**config.mk**
```make
export PLATFORM = sky130hd
export DESIGN_NAME = write_response_sl_flat
export DESIGN_NICKNAME = d
export VERILOG_FILES = /design/src/rtl/write_response_sl_if.sv /design/src/rtl/write_response_sl.sv /design/src/flat_wrapper.sv
export SDC_FILE = /design/constraint.sdc
export NUM_CORES = 1
export LEC_CHECK = 0
export ABC_AREA = 1
export BUFFER_PORTS_ARGS = -buffer_cell sky130_fd_sc_hd__buf_2
export CAP_MARGIN = 20
export CORE_UTILIZATION = 40
export DETAILED_ROUTE_END_ITERATION = 16
export MAX_ROUTING_LAYER = met4
export PLACE_DENSITY = 0.72
export SLEW_MARGIN = 20
export SYNTH_ARGS = -nofsm -noshare
export SYNTH_HDL_FRONTEND = slang
export SYNTH_SLANG_ARGS = --single-unit
```
**constraint.sdc**
```tcl
create_clock -name ACLK -period 2.02 [get_ports ACLK]
set_input_delay 0.202 -clock ACLK [delete_from_list [all_inputs] [get_ports ACLK]]
set_output_delay 0.202 -clock ACLK [all_outputs]
set_load 0.01 [all_outputs]
```
**src/rtl/write_response_sl_if.sv**
```systemverilog
// write_response_sl_if
// Groups the write-completion input and the B (write response) channel of
// the write_response_sl block into one bundle.
//   i_wr_done  : upstream write path finished one write transaction
//   i_wr_resp  : response code for that completion (OKAY/EXOKAY/SLVERR/DECERR)
//   o_wr_ready : the response block can take a completion this cycle
//   BREADY     : bus master accepts the presented response
//   BVALID     : a write response is presented
//   BRESP      : the presented response code
// The slave modport is used by write_response_sl itself; the master modport
// is the view of whatever drives completions and consumes responses.
interface write_response_sl_if;
  logic       i_wr_done;
  logic [1:0] i_wr_resp;
  logic       o_wr_ready;
  logic       BREADY;
  logic       BVALID;
  logic [1:0] BRESP;

  modport slave (
    input  i_wr_done,
    input  i_wr_resp,
    input  BREADY,
    output o_wr_ready,
    output BVALID,
    output BRESP
  );

  modport master (
    output i_wr_done,
    output i_wr_resp,
    output BREADY,
    input  o_wr_ready,
    input  BVALID,
    input  BRESP
  );
endinterface

```
**src/rtl/write_response_sl.sv**
```systemverilog
// write_response_sl
// Queues write-completion response codes from the slave write path and
// presents them in order on the B channel. Also counts error responses
// (SLVERR/DECERR) as they are delivered to the master.
// Parameters:
//   DEPTH : pending-response queue depth (power of two, >= 2)
//   ERR_W : width of the saturating error counter
// Ports:
//   ACLK      : clock, all state changes on its rising edge
//   ARESET    : synchronous active-high reset
//   bus       : completion input and B channel (slave modport)
//   o_pending : number of queued responses not yet handshaken
//   o_err_cnt : number of SLVERR/DECERR responses delivered (saturating)
module write_response_sl #(
  parameter int DEPTH = 2,
  parameter int ERR_W = 8
) (
  input  logic                     ACLK,
  input  logic                     ARESET,
  write_response_sl_if.slave       bus,
  output logic [$clog2(DEPTH):0]   o_pending,
  output logic [ERR_W-1:0]         o_err_cnt
);

  localparam int PW = $clog2(DEPTH);
  localparam logic [PW:0] FULL_CNT = (PW+1)'(DEPTH);

  logic [1:0]       r_mem [DEPTH];
  logic [PW-1:0]    r_wptr;
  logic [PW-1:0]    r_rptr;
  logic [PW:0]      r_count;
  logic [ERR_W-1:0] r_err_cnt;

  logic w_full;
  logic w_valid;
  logic w_push;
  logic w_pop;

  // Readiness depends only on the registered occupancy, so a pop in the
  // same cycle never frees a slot early; a full queue makes the upstream
  // path wait one extra cycle instead of creating a BREADY->ready path.
  assign w_full         = (r_count == FULL_CNT);
  assign w_valid        = (r_count != '0);
  assign bus.o_wr_ready = !w_full && !ARESET;
  assign w_push         = bus.i_wr_done && bus.o_wr_ready;
  assign w_pop          = w_valid && bus.BREADY;

  // The head entry is only shown while something is queued, otherwise the
  // bus sees OKAY so stale storage never leaks out.
  assign bus.BVALID = w_valid;
  assign bus.BRESP  = w_valid ? r_mem[r_rptr] : 2'b00;

  assign o_pending = r_count;
  assign o_err_cnt = r_err_cnt;

  // Response storage needs no reset: entries are only visible through the
  // occupancy count, which is cleared by reset.
  always_ff @(posedge ACLK) begin
    if (w_push) begin
      r_mem[r_wptr] <= bus.i_wr_resp;
    end
  end

  // Pointers and occupancy. Pointers wrap naturally because DEPTH is a
  // power of two; a simultaneous push and pop leaves the count unchanged.
  always_ff @(posedge ACLK) begin
    if (ARESET) begin
      r_wptr  <= '0;
      r_rptr  <= '0;
      r_count <= '0;
    end else begin
      if (w_push) begin
        r_wptr <= r_wptr + 1'b1;
      end
      if (w_pop) begin
        r_rptr <= r_rptr + 1'b1;
      end
      case ({w_push, w_pop})
        2'b10:   r_count <= r_count + 1'b1;
        2'b01:   r_count <= r_count - 1'b1;
        default: r_count <= r_count;
      endcase
    end
  end

  // Error counter: bump on every delivered response whose upper code bit is
  // set (SLVERR or DECERR), sticking at all-ones rather than wrapping.
  always_ff @(posedge ACLK) begin
    if (ARESET) begin
      r_err_cnt <= '0;
    end else if (w_pop && bus.BRESP[1] && (r_err_cnt != '1)) begin
      r_err_cnt <= r_err_cnt + 1'b1;
    end
  end

endmodule

```
**src/flat_wrapper.sv**
```systemverilog
// flat-port wrapper written by rule: the top's interface ports become plain ports
module write_response_sl_flat 
#(
  parameter int DEPTH = 2,
  parameter int ERR_W = 8
)
  (ACLK, ARESET, o_pending, o_err_cnt, bus_i_wr_done, bus_i_wr_resp, bus_BREADY, bus_o_wr_ready, bus_BVALID, bus_BRESP);
  write_response_sl_if bus_i ();
  input  logic ACLK;
  input  logic ARESET;
  output logic [$clog2(DEPTH):0] o_pending;
  output logic [ERR_W-1:0] o_err_cnt;
  input wire logic [$bits(bus_i.i_wr_done)-1:0] bus_i_wr_done;
  input wire logic [$bits(bus_i.i_wr_resp)-1:0] bus_i_wr_resp;
  input wire logic [$bits(bus_i.BREADY)-1:0] bus_BREADY;
  output wire logic [$bits(bus_i.o_wr_ready)-1:0] bus_o_wr_ready;
  output wire logic [$bits(bus_i.BVALID)-1:0] bus_BVALID;
  output wire logic [$bits(bus_i.BRESP)-1:0] bus_BRESP;
  assign bus_i.i_wr_done = bus_i_wr_done;
  assign bus_i.i_wr_resp = bus_i_wr_resp;
  assign bus_i.BREADY = bus_BREADY;
  assign bus_o_wr_ready = bus_i.o_wr_ready;
  assign bus_BVALID = bus_i.BVALID;
  assign bus_BRESP = bus_i.BRESP;
  write_response_sl #(.DEPTH(DEPTH), .ERR_W(ERR_W)) u_core (.ACLK(ACLK), .ARESET(ARESET), .bus(bus_i), .o_pending(o_pending), .o_err_cnt(o_err_cnt));
endmodule
```
# ---- Word-level counts from Yosys, hierarchy flattened
# Memory sizes are Yosys's and may differ from the RTL's. A register that Yosys moved wholly into a read port is not among the register bits.
# Index checks and enable logic that the tools add are counted.
dict set report word_totals {
  ff_bits 12
  latchBits 0
  ramBits 4
  rom_bits 0
  n_memories 1
}
dict set report classes {
  add_sub_neg 5
  n_mul 0
  n_div 0
  order_cmp 0
  n_eq_ne 4
  shifts 0
  muxes 6
  bitwise_logic 0
  reduce_logical 9
}
# memory depth width rd rd_ports_with_merged_regs write_ports line_no
set mem_list {}
lappend mem_list {u_core.r_mem 2 2 1 1 1 write_response_sl.sv:28} ;# logic [1:0] r_mem [DEPTH];
# op count
set op_table {}
lappend op_table {{adder 8 x 1 -> 8 bit, second input constant} 1}
lappend op_table {{!= test 8 bit, second input constant} 1}
lappend op_table {{logical AND 1 bit} 5}
lappend op_table {{equality test 2 bit, second input constant} 2}
lappend op_table {{two-way mux 1 bit} 4}
lappend op_table {{one-hot mux 2 bit (2 select lines)} 1}
lappend op_table {{nonzero test 2 bit} 2}
lappend op_table {{adder 1 bit, second input constant} 2}
lappend op_table {{adder 2 x 1 -> 2 bit, second input constant} 1}
lappend op_table {{equality test 2 x 1 -> 1 bit, second input constant} 1}
lappend op_table {{zero test 1 bit} 2}
lappend op_table {{two-way mux 2 bit} 1}
lappend op_table {{subtractor 2 x 1 -> 2 bit, second input constant} 1}

# ---- Depth between registers and ports, before layout
dict set report depth {
  depth_word 6
  mapped_depth 9
}

# ---- Worst setup path before layout
# Ideal clock, no wire load.
dict set report synth_path {
  path_kind {register to register}
  from {reg u_core.r_count[0], in the netlist u_core.o_pending[0]}
  to {reg u_core.r_count[1], in the netlist u_core.o_pending[1]}
  arrival_time_ns 1.601
  required_time_ns 1.898
  slack_ns 0.297
  path_stages_with_launch 9
  n_path_buf 0
  cell_sequence {dfxtp_1 -> inv_2 -> a21oi_1 -> nand2_1 -> ha_1 -> a21oi_1 -> o21ai_0 -> o21ai_0 -> a21oi_1}
}
dict set report synth_between {
  elab_chain_cells 6
  word_cells_on_any_way 12
  cone_classes {add/sub (2); eq/ne (3); mux (1); reduce/logical (6)}
}
# element line_no
set synth_rtl {}
lappend synth_rtl {{from (decl)} write_response_sl.sv:31} ;# logic [PW:0] r_count;
lappend synth_rtl {{from (signal assigned)} write_response_sl.sv:79} ;# 2'b10: r_count <= r_count + 1'b1;
lappend synth_rtl {{from (signal assigned)} write_response_sl.sv:80} ;# 2'b01: r_count <= r_count - 1'b1;
lappend synth_rtl {{from (signal assigned)} write_response_sl.sv:81} ;# default: r_count <= r_count;
lappend synth_rtl {{equality test 2 bit (*)} write_response_sl.sv:42} ;# assign w_full = (r_count == FULL_CNT);
lappend synth_rtl {{zero test 1 bit (*)} write_response_sl.sv:44} ;# assign bus.o_wr_ready = !w_full && !ARESET;
lappend synth_rtl {{logical AND 1 bit (*)} write_response_sl.sv:44}
lappend synth_rtl {{named net bus_o_wr_ready} flat_wrapper.sv:16} ;# output wire logic [$bits(bus_i.o_wr_ready)-1:0] bus_o_wr_ready;
lappend synth_rtl {{logical AND 1 bit (*)} write_response_sl.sv:45} ;# assign w_push = bus.i_wr_done && bus.o_wr_ready;
lappend synth_rtl {{equality test 2 x 1 -> 1 bit or equality test 2 bit (tied branches)} write_response_sl.sv:78} ;# case ({w_push, w_pop})
lappend synth_rtl {{one-hot mux 2 bit (2 select lines) or nonzero test 2 bit (tied branches)} --}
# The timed path passes the listed nets; every way through them passes the cells marked *.
# A chain may end at the register's enable or synchronous reset.

# ---- Worst setup path after layout
dict set report layout_path {
  from {reg u_core.r_count[0], in the netlist u_core.o_pending[0]}
  to {reg u_core.r_count[1], in the netlist u_core.o_pending[1]}
}
dict set report layout_between {
  elab_chain_cells 6
  word_cells_on_any_way 12
  cone_classes {add/sub (2); eq/ne (3); mux (1); reduce/logical (6)}
}
# element line_no
set layout_rtl {}
lappend layout_rtl {{equality test 2 bit} write_response_sl.sv:42}
lappend layout_rtl {{zero test 1 bit} write_response_sl.sv:44}
lappend layout_rtl {{logical AND 1 bit} write_response_sl.sv:44}
lappend layout_rtl {{logical AND 1 bit} write_response_sl.sv:45}
lappend layout_rtl {{equality test 2 x 1 -> 1 bit or equality test 2 bit (tied branches)} write_response_sl.sv:78}
lappend layout_rtl {{one-hot mux 2 bit (2 select lines) or nonzero test 2 bit (tied branches)} --}
# Parallel ways exist; a longest one is shown, timed or not.

==> flow_metrics.tcl <==
set metrics [dict create \
    pwr_density_cell_mw_per_mm2 785 \
    fp.coreArea_sq_mm 0.00204 \
    synthToLayoutAreaGrowth_pct 15.5 \
    syn-instance-count 122 \
    synth_seq_area_share_pct 42.1 \
    placed_instance_count 166 \
    routedWlPerCell_um 10.0 \
    finalWirelength_mm 1.70 \
    setup_violations 0 \
    clock-root-buffer "clkbuf_4" \
    pwr-share-clk_pct 23.1 \
    synth.net_count 130 \
    crit_type "flip-flop to flip-flop" \
    power_frac_seq_pct 50.6 \
    initial_utilization_pct 44.2 \
    irDropWorstVdd_mv 0.500 \
    cts_post_setup_buffers_inserted 0 \
    cts-buffers-inserted 3 \
    met3RoutedLength_um 87 \
    finalCritPeriodShare_pct 81.9 \
    totalNegativeSetupSlack_ps 0 \
    fmax_mhz 605 \
    drtPass1Iterations 4 \
    met2WireLength_um 841 \
    rsz0062_at_grt "no" \
    max_transition_viols_final 0 \
    place.gp.congestion 0.832 \
    layout.cells.most_common "nand2_1" \
    top_layer_used "met4" \
    clk_transition_reported_paths_ps 110 \
    drc 0 \
    synth-warning-count 0 \
    largest_stage_delay_worst_path_ps 400 \
    drt_first_iter_violations 7 \
    num_antenna_cells 0 \
    post_route_cells_drive_above_1_share_pct 25.9 \
    final-hold-violation-count 0 \
    cp.buffers_inverters 1 \
    startpoint "u_core.o_pending[0]$_SDFFE_PP0P_" \
    numClockSinks 17 \
    worst_path_max_delay_cell "dfxtp_1" \
    holdBufCountCts 0 \
    hold_path.startpoint "ARESET" \
    hpwl_mm 1.33 \
    p_int_uw 538 \
    outcome "finished, final reports clean" \
    number_of_global_route_vias_before_repair 711 \
    ctsResizeCount 0 \
    sw_frac_of_total_pct 34.3 \
    tritoncts "yes" \
    design.die.area_sq_mm 0.00245 \
    switching_power_uw 281 \
    ant_nets 0 \
    syn-mean-instance-area_sq_um 7.40 \
    design_power_total_uw 819 \
    max-clock-path-buffers 2 \
    wirelength_met1_um 735 \
    syn_area_sq_um 903 \
    grt_antenna_before_repair 0 \
    data_arrival_time_of_the_worst_path_ps 1850 \
    worst_hold_path_type "primary input to flip-flop" \
    layout_common_cells "nand2_1, inv_1, buf_2" \
    place.port_buffers 19 \
    layout.nets 152 \
    vertical_die_dimension_um 49.5 \
    rr_startpoint "u_core.o_pending[0]$_SDFFE_PP0P_" \
    grtUsageTotal_pct 16.3 \
    h-tree-depth 1 \
    crit_chain "inv_2 > a21oi_1 > nand2_1 > ha_1 > a21oi_1 > o21ai_0 > o21ai_0 > a21oi_1" \
    synthDistinctLibCells 21 \
    finalWorstPathRequiredPeriod_ps 1650 \
    setup.worst_path.start_class "flip-flop" \
    dr_total_vias 797 \
    timing.clock.skew_ps 11.2 \
    rows 16 \
    share_comb_of_total_power_pct 26.2 \
    setup_slack_ps 366 \
    synth-seq-cells 17 \
    worstSetupEndpointType "flip-flop" \
    tightestPinTransition_ps 506 \
    die_w_um 49.5 \
    final-instance-count-excl-fill 170 \
    nFillCells 221 \
    clock_latency_ps 300 \
    grt.overflow.total 0 \
    critical-path-top-cell-by-count "a21oi_1" \
    timing.slew.headroom_pct 66.2 \
    drt-vias-per-instance 4.69 \
    num_io_pins 20 \
    first_pass_grt_wire_length_mm 2.97 \
    cp_delay_by_family_top "compound AO/OA/AOI/OAI gates" \
    timing.max_cap.violations 0 \
    worst-path-max-fanout 5 \
    grt_start_max_net_pins 12 \
    crit_required_ps 2220 \
    power.static_leakage_nw 0.503 \
    detailedPlace.worstSlack_ps 352 \
]
==> cells in the mapped netlist <==
cell type,instances,area [sq um]
buf_4,1,7.51
nand3_2,1,10.0
o21ai_0,7,35.0
a21oi_1,10,50.1
dfxtp_1,13,260
inv_1,20,75.1
nand3_1,2,10.0
nor3_1,1,5.00
nor2_1,14,52.6
inv_2,1,3.75
nand2_1,27,101
xor2_1,2,17.5
buf_6,1,11.3
nand3_4,1,17.5
nand2_2,5,31.3
nor2_2,5,31.3
nand4_1,3,18.8
nand2_4,1,11.3
xnor2_1,1,8.76
ha_1,2,25.0
edfxtp_1,4,120
==> cell families after synthesis <==
family,Yosys count,synth area share [%]
xor gates and xnor gates,3,2.91
AOI/OAI and AO/OA,17,9.42
DFF,17,42.1
buffers and inverters,23,10.8
adders and majority gates,2,2.77
and+or+nand+nor,60,32.0
==> layer usage <==
layer | track usage, % | up-vias
li1 | - | 421
met1 | 17.1 | 345
met2 | 28.2 | 25
met3 | 4.94 | 6
met4 | 6.67 | 0
met5 | - | -
==> flip-flops by register name (all words and copies together) (netlist names), named ones only <==
signal            count
u_core.r_rptr         1
u_core.r_mem          4
u_core.o_err_cnt      8
u_core.r_wptr         1
u_core.o_pending      2
==> area by class of cell <==
cell class	instances	area, sq um	share of cell area [%]
multi-input cells	82	425	40.8
flip-flops and latches	17	380	36.5
clock inverters	1	7.51	0.719
well taps	27	33.8	3.24
clock buffers	3	22.5	2.16
repair buffers	19	95.1	9.11
inverters	21	78.8	7.55
==> stage by stage <==
stage / utilization [%] / hold WS, ps / cell area [sq um]
finish: 51.1 / 74.9 / 1040
global route: 51.1 / 63.9 / 1040
CTS: 51.1 / 62.8 / 1040
detailed placement: 49.6 / 400 / 1010
global placement: 49.6 / 395 / 1010
floorplan: - / 269 / 903
==> final timing paths <==
path / to / slack [ps] / cells after the start
max: u_core.o_pending[1]$_SDFFE_PP0P_ / 370 / 8
min: u_core.o_err_cnt[3]$_SDFFE_PP0P_ / 70 / 2
max reg2reg: u_core.o_pending[1]$_SDFFE_PP0P_ / 370 / 8
min reg2reg: u_core.r_rptr$_SDFFE_PP0P_ / 480 / 1
==> power groups by stage <==
stage / logic [mW] / registers [mW] / clock network (mW)
global placement: 0.209 / 0.419 / 0
global route: 0.246 / 0.421 / 0.212
detailed placement: 0.216 / 0.423 / 0
floorplan: 0.146 / 0.427 / 0
CTS: 0.217 / 0.414 / 0.199
finish: 0.215 / 0.414 / 0.189
(Power assumes the default switching activity.)
